`src/rtl/mem_bridge_pkg.sv`:
```
// Shared types for the data-memory bridge: FSM state encoding and bus size codes.
package mem_bridge_pkg;

  typedef enum logic [1:0] {
    IDLE      = 2'd0,
    WAIT_ADDR = 2'd1,
    WAIT_DATA = 2'd2,
    DONE      = 2'd3
  } state_t;

  localparam logic [1:0] SIZE_BYTE = 2'd0;
  localparam logic [1:0] SIZE_HALF = 2'd1;
  localparam logic [1:0] SIZE_WORD = 2'd2;

endpackage

```
`src/rtl/strobe2size.sv`:
```
// Maps an M-stage byte strobe onto the bus transfer size code.
module strobe2size
  import mem_bridge_pkg::*;
(
  input  logic [3:0] i_sel,
  output logic [1:0] o_size
);

  always_comb begin
    o_size = SIZE_BYTE;
    case (i_sel)
      4'b1111:          o_size = SIZE_WORD;
      4'b0011, 4'b1100: o_size = SIZE_HALF;
      default:          o_size = SIZE_BYTE;
    endcase
  end

endmodule

```
`src/rtl/dmem_bridge.sv`:
```
// Bridges M-stage loads/stores onto a split addr_ok/data_ok bus, one transaction at a time,
// stalling the pipeline until the response returns.
module dmem_bridge
  import mem_bridge_pkg::*;
(
  input  logic        clk,
  input  logic        rst,
  input  logic        en,
  input  logic        wr,
  input  logic [3:0]  sel,
  input  logic [31:0] addr,
  input  logic [31:0] wdata,
  input  logic        flush,
  input  logic        pipe_stall,
  output logic [31:0] rdata,
  output logic        stallreq,
  output logic        bus_req,
  output logic        bus_wr,
  output logic [1:0]  bus_size,
  output logic [31:0] bus_addr,
  output logic [31:0] bus_wdata,
  input  logic        bus_addr_ok,
  input  logic        bus_data_ok,
  input  logic [31:0] bus_rdata
);

  state_t      r_state;
  logic        r_wr;
  logic [1:0]  r_size;
  logic [31:0] r_addr;
  logic [31:0] r_wdata;
  logic [31:0] r_rdata;
  logic        r_discard;

  logic [1:0]  w_size;
  logic        w_idle;
  logic        w_issue;
  logic        w_data_done;

  strobe2size u_strobe2size (
    .i_sel  (sel),
    .o_size (w_size)
  );

  assign w_idle      = (r_state == IDLE);
  assign w_issue     = w_idle & en & ~flush;
  assign w_data_done = (r_state == WAIT_DATA) & bus_data_ok;

  // The request goes out in the same cycle it is seen; later cycles replay the latched copy.
  assign bus_req   = w_issue | (r_state == WAIT_ADDR);
  assign bus_wr    = w_idle ? wr     : r_wr;
  assign bus_size  = w_idle ? w_size : r_size;
  assign bus_addr  = w_idle ? addr   : r_addr;
  assign bus_wdata = w_idle ? wdata  : r_wdata;

  assign stallreq = w_issue | (r_state == WAIT_ADDR) |
                    ((r_state == WAIT_DATA) & ~bus_data_ok);
  assign rdata    = w_data_done ? bus_rdata : r_rdata;

  always_ff @(posedge clk or posedge rst) begin
    if (rst) begin
      r_state   <= IDLE;
      r_wr      <= 1'b0;
      r_size    <= SIZE_BYTE;
      r_addr    <= '0;
      r_wdata   <= '0;
      r_rdata   <= '0;
      r_discard <= 1'b0;
    end else begin
      case (r_state)
        IDLE: begin
          if (w_issue) begin
            r_wr      <= wr;
            r_size    <= w_size;
            r_addr    <= addr;
            r_wdata   <= wdata;
            r_discard <= 1'b0;
            r_state   <= bus_addr_ok ? WAIT_DATA : WAIT_ADDR;
          end
        end
        WAIT_ADDR: begin
          if (flush) r_discard <= 1'b1;
          if (bus_addr_ok) r_state <= WAIT_DATA;
        end
        WAIT_DATA: begin
          // A flushed transaction still drains, but its response is dropped.
          if (bus_data_ok) begin
            if (r_discard | flush) begin
              r_state <= IDLE;
            end else begin
              r_rdata <= bus_rdata;
              r_state <= pipe_stall ? DONE : IDLE;
            end
          end else if (flush) begin
            r_discard <= 1'b1;
          end
        end
        DONE: begin
          if (!pipe_stall) r_state <= IDLE;
        end
        default: r_state <= IDLE;
      endcase
    end
  end

endmodule

```
`config.mk`:
```
export PLATFORM = sky130hd
export DESIGN_NAME = dmem_bridge
export DESIGN_NICKNAME = d
export VERILOG_FILES = /design/src/rtl/mem_bridge_pkg.sv /design/src/rtl/strobe2size.sv /design/src/rtl/dmem_bridge.sv
export SDC_FILE = /design/constraint.sdc
export NUM_CORES = 1
export LEC_CHECK = 0
export ABC_AREA = 1
export BUFFER_PORTS_ARGS = -buffer_cell sky130_fd_sc_hd__buf_2
export CORE_ASPECT_RATIO = 0.6
export CORE_MARGIN = 8
export CORE_UTILIZATION = 44
export DETAILED_ROUTE_END_ITERATION = 16
export GPL_ROUTABILITY_DRIVEN = 0
export PLACE_DENSITY_LB_ADDON = 0.1
export SYNTH_ARGS = -nofsm -noshare
export SYNTH_HDL_FRONTEND = slang
export SYNTH_HIERARCHICAL = 1
export SYNTH_SLANG_ARGS = --single-unit
```
`constraint.sdc`:
```
create_clock -name clk -period 2.8 [get_ports clk]
set_input_delay 0.28 -clock clk [delete_from_list [all_inputs] [get_ports clk]]
set_output_delay 0.28 -clock clk [all_outputs]
set_load 0.005 [all_outputs]
```
Word-level counts from Yosys, hierarchy flattened
Cells that the tools add are included.
- register bits: 102
- latch bits: 0
- bits in writable memories: 0
- bits in read-only memories: 0
- output and inout bits: 101
- word-level logic and storage cells: 53
- memories kept: 0
- $add $sub $neg: 0
- multiply operators: 0
- divide/modulo/power cells: 0
- $lt $le $gt $ge: 0
- equality and inequality tests: 11
- shift operators: 0
- muxes and demuxes: 18
- bitwise operators: 10
- reduce and logical (&&, ||, !) cells: 7
- operators with widths (operator ; number):
    32-bit 2-to-1 mux ; 3
    2-bit 2-to-1 mux ; 8
    4-bit equality test, second input constant ; 2
    2-bit inequality test, second input constant ; 4
    2-bit one-hot mux with 4 select lines ; 1
    3-bit AND reduction ; 2
    1-bit bitwise AND ; 4
    2-bit equality test, second input constant ; 2
    4-bit by 2-bit equality test with 1-bit output, second input constant ; 1
    1-bit 2-to-1 mux ; 4
    2-bit one-hot mux with 2 select lines ; 1
    4-bit AND reduction ; 1
    1-bit NOT ; 3
    1-bit bitwise OR ; 3
    1-bit one-hot mux with 3 select lines ; 1
    3-bit nonzero test ; 1
    2-bit by 1-bit equality test with 1-bit output, second input constant ; 1
    2-bit zero test ; 1
    2-bit by 1-bit inequality test with 1-bit output, second input constant ; 1
    2-bit AND reduction ; 1
    2-bit OR reduction ; 1

Depth between registers and ports, before layout
Gate-level depths: netlist of run 1.
- word-level depth: 5
- mapped depth: 10
- mapped depth without buffers: 8

By module
The synthesis of run 1 kept the hierarchy.
- by module, submodules not included (module ; instances ; cells each ; area each (um2) ; seq. area each (um2)):
    dmem_bridge ; 1 ; 688 ; 5246.3 ; 2552.4
    strobe2size ; 1 ; 10 ; 37.5 ; 0.0

Least setup slack after synthesis of run 1
No wires, ideal clock.
- path kind: reg-to-output
- start point: register r_state[0]
- end point: output bus_wdata[30]
- data arrival time: 1.296 ns
- path slack: 1.224 ns
- stages on the path, launching flop included: 8
- buffers on the path: 3
- cell sequence: dfrtp_1 inv_1 ha_1 buf_4 inv_1 buf_6 buf_4 o21ai_0
- cells in the longest elaborated chain, start to end: 2
- RTL lines (item ; RTL line ; text):
    from (decl) ; dmem_bridge.sv:27 ; state_t r_state;
    from (signal assigned) ; dmem_bridge.sv:78 ; r_state <= bus_addr_ok ? WAIT_DATA : WAIT_ADDR;
    from (signal assigned) ; dmem_bridge.sv:92 ; r_state <= pipe_stall ? DONE : IDLE;
    2-bit zero test ; dmem_bridge.sv:45 ; assign w_idle = (r_state == IDLE);
    32-bit 2-to-1 mux ; dmem_bridge.sv:54 ; assign bus_wdata = w_idle ? wdata : r_wdata;
    to (decl) ; dmem_bridge.sv:21 ; output logic [31:0] bus_wdata,
No other way between the ends.

Final worst setup path of run 1
- start point: register r_state[0]
- end point: output rdata[9]
- cells in the longest elaborated chain, start to end: 3
- RTL lines (item ; RTL line ; text):
    2-bit equality test ; dmem_bridge.sv:47 ; assign w_data_done = (r_state == WAIT_DATA) & bus_data_ok;
    1-bit bitwise AND ; dmem_bridge.sv:47 ;
    32-bit 2-to-1 mux ; dmem_bridge.sv:58 ; assign rdata = w_data_done ? bus_rdata : r_rdata;
    to (decl) ; dmem_bridge.sv:15 ; output logic [31:0] rdata,
No other way between the ends.

==> results of run 1 <==
==> cells in the final DEF (no fill, tap or decap) <==
cell type	n
a21oi_1	1
a21oi_2	25
a21oi_4	1
buf_12	3
buf_2	208
buf_4	6
bufinv_16	3
clkbuf_16	9
clkbuf_8	1
clkinv_4	1
clkinvlp_4	1
dfrtp_1	102
dlygate4sd3_1	1
ha_1	3
ha_2	1
inv_1	110
inv_2	3
inv_6	2
nand2_1	194
nand2_4	1
nand3_1	2
nand3_2	1
nand3_4	1
nand4_1	1
nor2_1	33
nor2_2	1
o21ai_0	163
o21ai_1	11
o21bai_1	1
==> registers in the layout, summed over array words and instances, names as in the netlist <==
| register | count |
|---|---|
| r_wdata | 32 |
| r_discard | 1 |
| r_addr | 32 |
| r_size | 2 |
| r_rdata | 32 |
| r_wr | 1 |
| r_state | 2 |
==> repair_timing <==
item	in CTS	in global routing
endpoints found under the setup margin	0	2
hold buffers	1	0
hold endpoints to repair	16	0
gates resized for setup	0	1
==> per-layer routing <==
layer	wire length [um]	up-vias	track usage [%]
met4	51	0	2.84
met1	6250	2230	22.9
met2	6200	137	28.0
met3	1160	6	6.29
li1	-	2539	-
met5	0	-	0
==> cells in the mapped netlist <==
library cell / n / share of area, %
o21ai_0: 163 / 15
inv_2: 2 / 0.14
nor2_1: 33 / 2.3
dfrtp_1: 102 / 48
nand3_4: 1 / 0.33
nand4_1: 1 / 0.12
inv_1: 112 / 8.0
a21oi_2: 25 / 4.1
buf_4: 6 / 0.85
buf_6: 5 / 1.1
nand2_1: 195 / 14
nor2_2: 1 / 0.12
a21oi_1: 1 / 0.095
clkbuf_1: 22 / 1.6
nand3_2: 1 / 0.19
a21oi_4: 1 / 0.31
buf_2: 9 / 0.85
ha_1: 4 / 0.95
nand3_1: 2 / 0.19
o21ai_1: 11 / 1.0
o21bai_1: 1 / 0.14
==> kinds of logic (layout without fill, tap and decap cells) <==
| kind of cell | count (synthesis) | in the layout | synth area share [%] |
|---|---|---|---|
| compound gates | 202 | 202 | 21.2 |
| fa+ha+maj | 4 | 4 | 0.947 |
| buf+inv | 156 | 348 | 12.4 |
| flops | 102 | 102 | 48.3 |
| simple gates | 234 | 234 | 17.1 |
==> final timing paths <==
path                                             start                       to  slack [ns]  cells past startpoint
worst max-delay path            r_state[0]$_DFFE_PP0P_                 rdata[9]        0.46                      6
worst min-delay path                         wdata[19]  r_wdata[19]$_DFFE_PP0P_        0.20                      3
worst max register to register  r_state[0]$_DFFE_PP0P_   r_wdata[7]$_DFFE_PP0P_        0.95                      6
worst min register to register   r_addr[1]$_DFFE_PP0P_    r_addr[1]$_DFFE_PP0P_        0.49                      2
max in group asynchronous                          rst    r_addr[5]$_DFFE_PP0P_        1.53                      4
min in group asynchronous                          rst   r_wdata[3]$_DFFE_PP0P_        0.51                      3
==> tightest hold or removal path: cells and delay by family <==
| family | cells | cell delay, ns |
|---|---|---|
| AO/OA/AOI/OAI | 1 | 0.08 |
| buffers and inverters | 1 | 0.09 |
| AND/OR/NAND/NOR | 1 | 0.04 |
==> through the flow <==
stage | hold WS [ns] | setup slack (ns) | std cells
after floorplan | 0.426 | 1.22 | 698
after global placement | 0.316 | 0.687 | 1038
after detailed placement | 0.324 | 0.561 | 1038
after CTS | 0.182 | 0.177 | 1055
after global routing | 0.177 | 0.285 | 1055
final | 0.196 | 0.462 | 1055
==> final cells by class <==
class | count | area [sq um] | area share, %
timing repair buffer | 218 | 1160 | 17.0
tap | 165 | 206 | 3.04
multi-input combinational | 440 | 2080 | 30.7
clock inverter | 6 | 116 | 1.71
clock buffer | 10 | 239 | 3.52
inverter | 114 | 432 | 6.36
sequential | 102 | 2550 | 37.6
==> power groups by stage <==
stage	logic (mW)	registers [mW]	clock network (mW)
floorplan	2.10	2.44	0
global placement	3.35	2.50	0
detailed placement	3.43	2.52	0
CTS	3.43	2.50	1.51
global route	3.88	2.59	1.56
finish	3.37	2.50	1.46
==> flow_summary.json, run 1 <==
{
  "status": "complete, no violations",
  "maxClockFrequency_mhz": 428,
  "path_cells": "inv_1 -> ha_1 -> nand2_4 -> buf_4 -> o21ai_0 -> buf_2",
  "cts-root-buf": "clkbuf_16",
  "cp_max_fo": 55,
  "drcViolationCount": 0,
  "cp_data_arrival_time_ns": 2.06,
  "ioPinCount": 209,
  "synth_nets": 810,
  "die_h_um": 101,
  "power.clock.fraction_pct": 20.0,
  "finalCritPeriodShare_pct": 83.5,
  "synth.avg_cell_area_sq_um": 7.57,
  "cp_slowest_cell": "dfrtp_1",
  "drive_above_1_share_pct": 30.1,
  "die_area_sq_um": 15900,
  "synth-seq-cells": 102,
  "relSlewSlack_pct": 70.0,
  "min_period_ns": 2.34,
  "htree_levels": 3,
  "postSynthCellCount": 698,
  "p_leak_nw": 3.83,
  "critPathKind": "register to output pin",
  "placed_area_sq_um": 6420,
  "cts_made_buffers": 9,
  "antenna_found_initial": 0,
  "vias": 4912,
  "start_util_pct": 44.5,
  "nNetsFinal": 997,
  "hold_path_class": "input port to register",
  "maxSlewViolCount": 0,
  "ys_seq_area_share_pct": 48.3,
  "p_sw_share_pct": 38.5,
  "final_util_pct": 57.2,
  "ys_warn_count": 6,
  "dp_hpwl_mm": 10.5,
  "totalWireLength_mm": 13.7,
  "total_power_mw": 7.34,
  "setup_tns_ns": 0,
  "rsz0062_at_grt": "false",
  "die_x_um": 157,
  "wl_per_cell_um": 12.9,
  "crit_buf_inv": 3,
  "core_area_sq_um": 11900,
  "overflow": 0,
  "grt_pass1_wl_mm": 22.9,
  "critPathRequiredTime_ns": 2.52,
  "fillers": 1149,
  "setup_viol": 0,
  "io_buffer_count": 208,
  "max_stage_delay_ns": 0.42,
  "worstMarginPinSlew_ns": 0.450,
  "crit_family": "buffers and inverters",
  "viasPerCell": 4.66,
  "dr.pass1.iters": 5,
  "grt_max_degree": 75,
  "rows": 31,
  "internal-power_mw": 4.51,
  "start_kind": "register",
  "postLayoutCellArea_sq_um": 6790,
  "drt_iter0_markers": 269,
  "ys_types": 21,
  "skew_ns": 0.00586,
  "antenna_left": 0,
  "seqPwrFrac_pct": 34.1,
  "post-cts-setup-buffers": 0,
  "cts.sinks": 102,
  "syn_area_sq_um": 5280,
  "track_usage_pct": 17.6,
  "peakVddDrop_mv": 0.393,
  "grt_pass1_vias": 4889,
  "syn_to_final_growth_pct": 28.4,
  "power_density_nw_per_um2": 1080,
  "combinationalPowerShare_pct": 45.9,
  "p_sw_mw": 2.82,
  "hold_viol_final": 0,
  "cts_tree": "yes",
  "cap_violations": 0,
  "diodes": 0,
  "clk_latency_ns": 0.34,
  "cts.clk_slew.worst_paths_ns": 0.07,
  "endpoint_kind": "output pin",
  "ctsLongestPathBuffers": 2
}
Power figures use the tool's default switching activity.
==> run 2, diff against run 1 <==
Settings changed: CORE_UTILIZATION 44 to 45.
Clock period 2.8 ns to 2.17 ns, I/O delays scaled along.
==> run 2 against run 1 <==
Register-to-register slack worse by 0.56 ns. Hold slack got worse by 0.17 ns. Worst setup slack got worse by 0.31 ns. Cell count down 0.57%. Combinational power increased by 30%. Largest cell class unchanged. Clock-buffer cell count stayed put. First-iteration DRC count decreased by 21%. Clock skew grew 0.0018 ns. Die area fell by 1.9%. Utilization up 1.8 points. Via count is 0.83% lower. Sequential cell count unchanged.
==> flow_summary.json, run 2 (same netlist as run 1, synthesis figures left out) <==
{
  "status": "complete, no violations",
  "skew_ns": 0.00765,
  "power_density_nw_per_um2": 1370,
  "start_util_pct": 46.5,
  "dp_hpwl_mm": 10.2,
  "grt_pass1_vias": 4797,
  "antenna_found_initial": 1,
  "min_period_ns": 2.01,
  "maxClockFrequency_mhz": 497,
  "worstMarginPinSlew_ns": 0.555,
  "grt_pass1_wl_mm": 22.5,
  "io_buffer_count": 208,
  "register_area_sq_um": 2550,
  "ctsLongestPathBuffers": 2,
  "final_common_cell": "buf_2",
  "maxSlewViolCount": 0,
  "cp_max_fo": 64,
  "endpoint_kind": "output pin",
  "nNetsFinal": 998,
  "layout_common_cells": "buf_2 (208), nand2_1 (195), o21ai_0 (163)",
  "cts.clk_slew.worst_paths_ns": 0.07,
  "wl_per_cell_um": 13.0,
  "core_area_sq_um": 11400,
  "antenna_left": 0,
  "timing.final.ws_setup_ns": 0.156,
  "peakVddDrop_mv": 0.624,
  "ioPinCount": 209,
  "die_area_sq_um": 15600,
  "finalCritPeriodShare_pct": 92.8,
  "syn_to_final_growth_pct": 26.9,
  "cap_violations": 0,
  "overflow": 0,
  "clk_latency_ns": 0.34,
  "vias": 4871,
  "totalWireLength_mm": 13.7,
  "cts_hold_buffers": 0,
  "critPathRequiredTime_ns": 1.95,
  "rows": 30,
  "cts.sinks": 102,
  "final_util_pct": 58.9,
  "diodes": 0,
  "setup_viol": 0,
  "track_usage_pct": 17.3,
  "hold_path_class": "input port to async pin",
  "htree_levels": 3,
  "fillers": 1089,
  "start_kind": "register",
  "setup_tns_ns": 0,
  "grt_max_degree": 103,
  "pre_cts_ws_ns": 0.419,
  "drive_above_1_share_pct": 29.8,
  "multi_input_area_sq_um": 2070,
  "cts_made_buffers": 9,
  "hold_viol_final": 0,
  "dr.pass1.iters": 5,
  "reg_top3": "r_addr (32), r_rdata (32), r_wdata (32)",
  "cts_tree": "yes",
  "p_leak_nw": 3.79,
  "die_h_um": 99.9,
  "drcViolationCount": 0,
  "drt_iter0_markers": 212,
  "critPathKind": "register to output pin",
  "die_x_um": 156,
  "relSlewSlack_pct": 63.0,
  "cts-root-buf": "clkbuf_16",
  "viasPerCell": 4.64,
  "cp_data_arrival_time_ns": 1.80
}
run 2: where the power goes:
part	internal (mW)	switching, mW	leakage [nW]
logic	1.88	2.49	2.43
clock network	0.880	0.676	0.130
registers	2.80	0.430	1.23
run 2: final timing paths:
check                                  startpoint                       to  slack [ns]  cells past startpoint
setup / recovery           r_state[1]$_DFFE_PP0P_             bus_addr[11]        0.16                      6
hold / removal                                rst   r_rdata[7]$_DFFE_PP0P_        0.03                      3
setup reg to reg           r_state[0]$_DFFE_PP0P_   r_addr[23]$_DFFE_PP0P_        0.39                      6
hold reg to reg             r_size[1]$_DFFE_PP0P_    r_size[1]$_DFFE_PP0P_        0.49                      2
max in group asynchronous                     rst    r_addr[4]$_DFFE_PP0P_        1.71                      3
min in group clk                    bus_rdata[27]  r_rdata[27]$_DFFE_PP0P_        0.13                      3
run 2: through the flow:
stage | hold WS, ns | std cells | area, sq um | total power [mW]
after floorplan | 0.363 | 698 | 5290 | 5.86
after global placement | 0.421 | 1035 | 6420 | 7.56
after detailed placement | 0.428 | 1035 | 6420 | 7.69
after CTS | 0.0554 | 1049 | 6700 | 9.28
after global routing | 0.0866 | 1049 | 6700 | 10.1
final | 0.0267 | 1049 | 6700 | 9.16
run 2: area by class of cell:
class	instances	share of cell area, %
sequential	102	38.1
multi-input combinational	440	31.0
timing repair buffer	219	17.4
inverter	114	6.44
clock buffer	10	3.42
tap	160	2.99
clock inverter	4	0.747
run 2: routing by layer:
metal / vias up / track usage (%) / part of all wire [%]
met4: 2 / 3.56 / 0.56
li1: 2530 / - / -
met1: 2190 / 21.7 / 45
met5: - / 0 / 0.058
met3: 10 / 7.29 / 9.4
met2: 139 / 27.5 / 45
run 2: worst max-delay path: stages, from the launching register on:
cell     delay, ns
dfrtp_1       0.43
inv_1         0.10
ha_1          0.21
inv_2         0.07
buf_12        0.18
o21ai_0       0.28
buf_2         0.17
run 2: timing repair:
item                                    4_1_cts  5_1_grt
buffers inserted                              0        0
endpoints found under the setup margin        0       20
gates resized for setup                       0        1
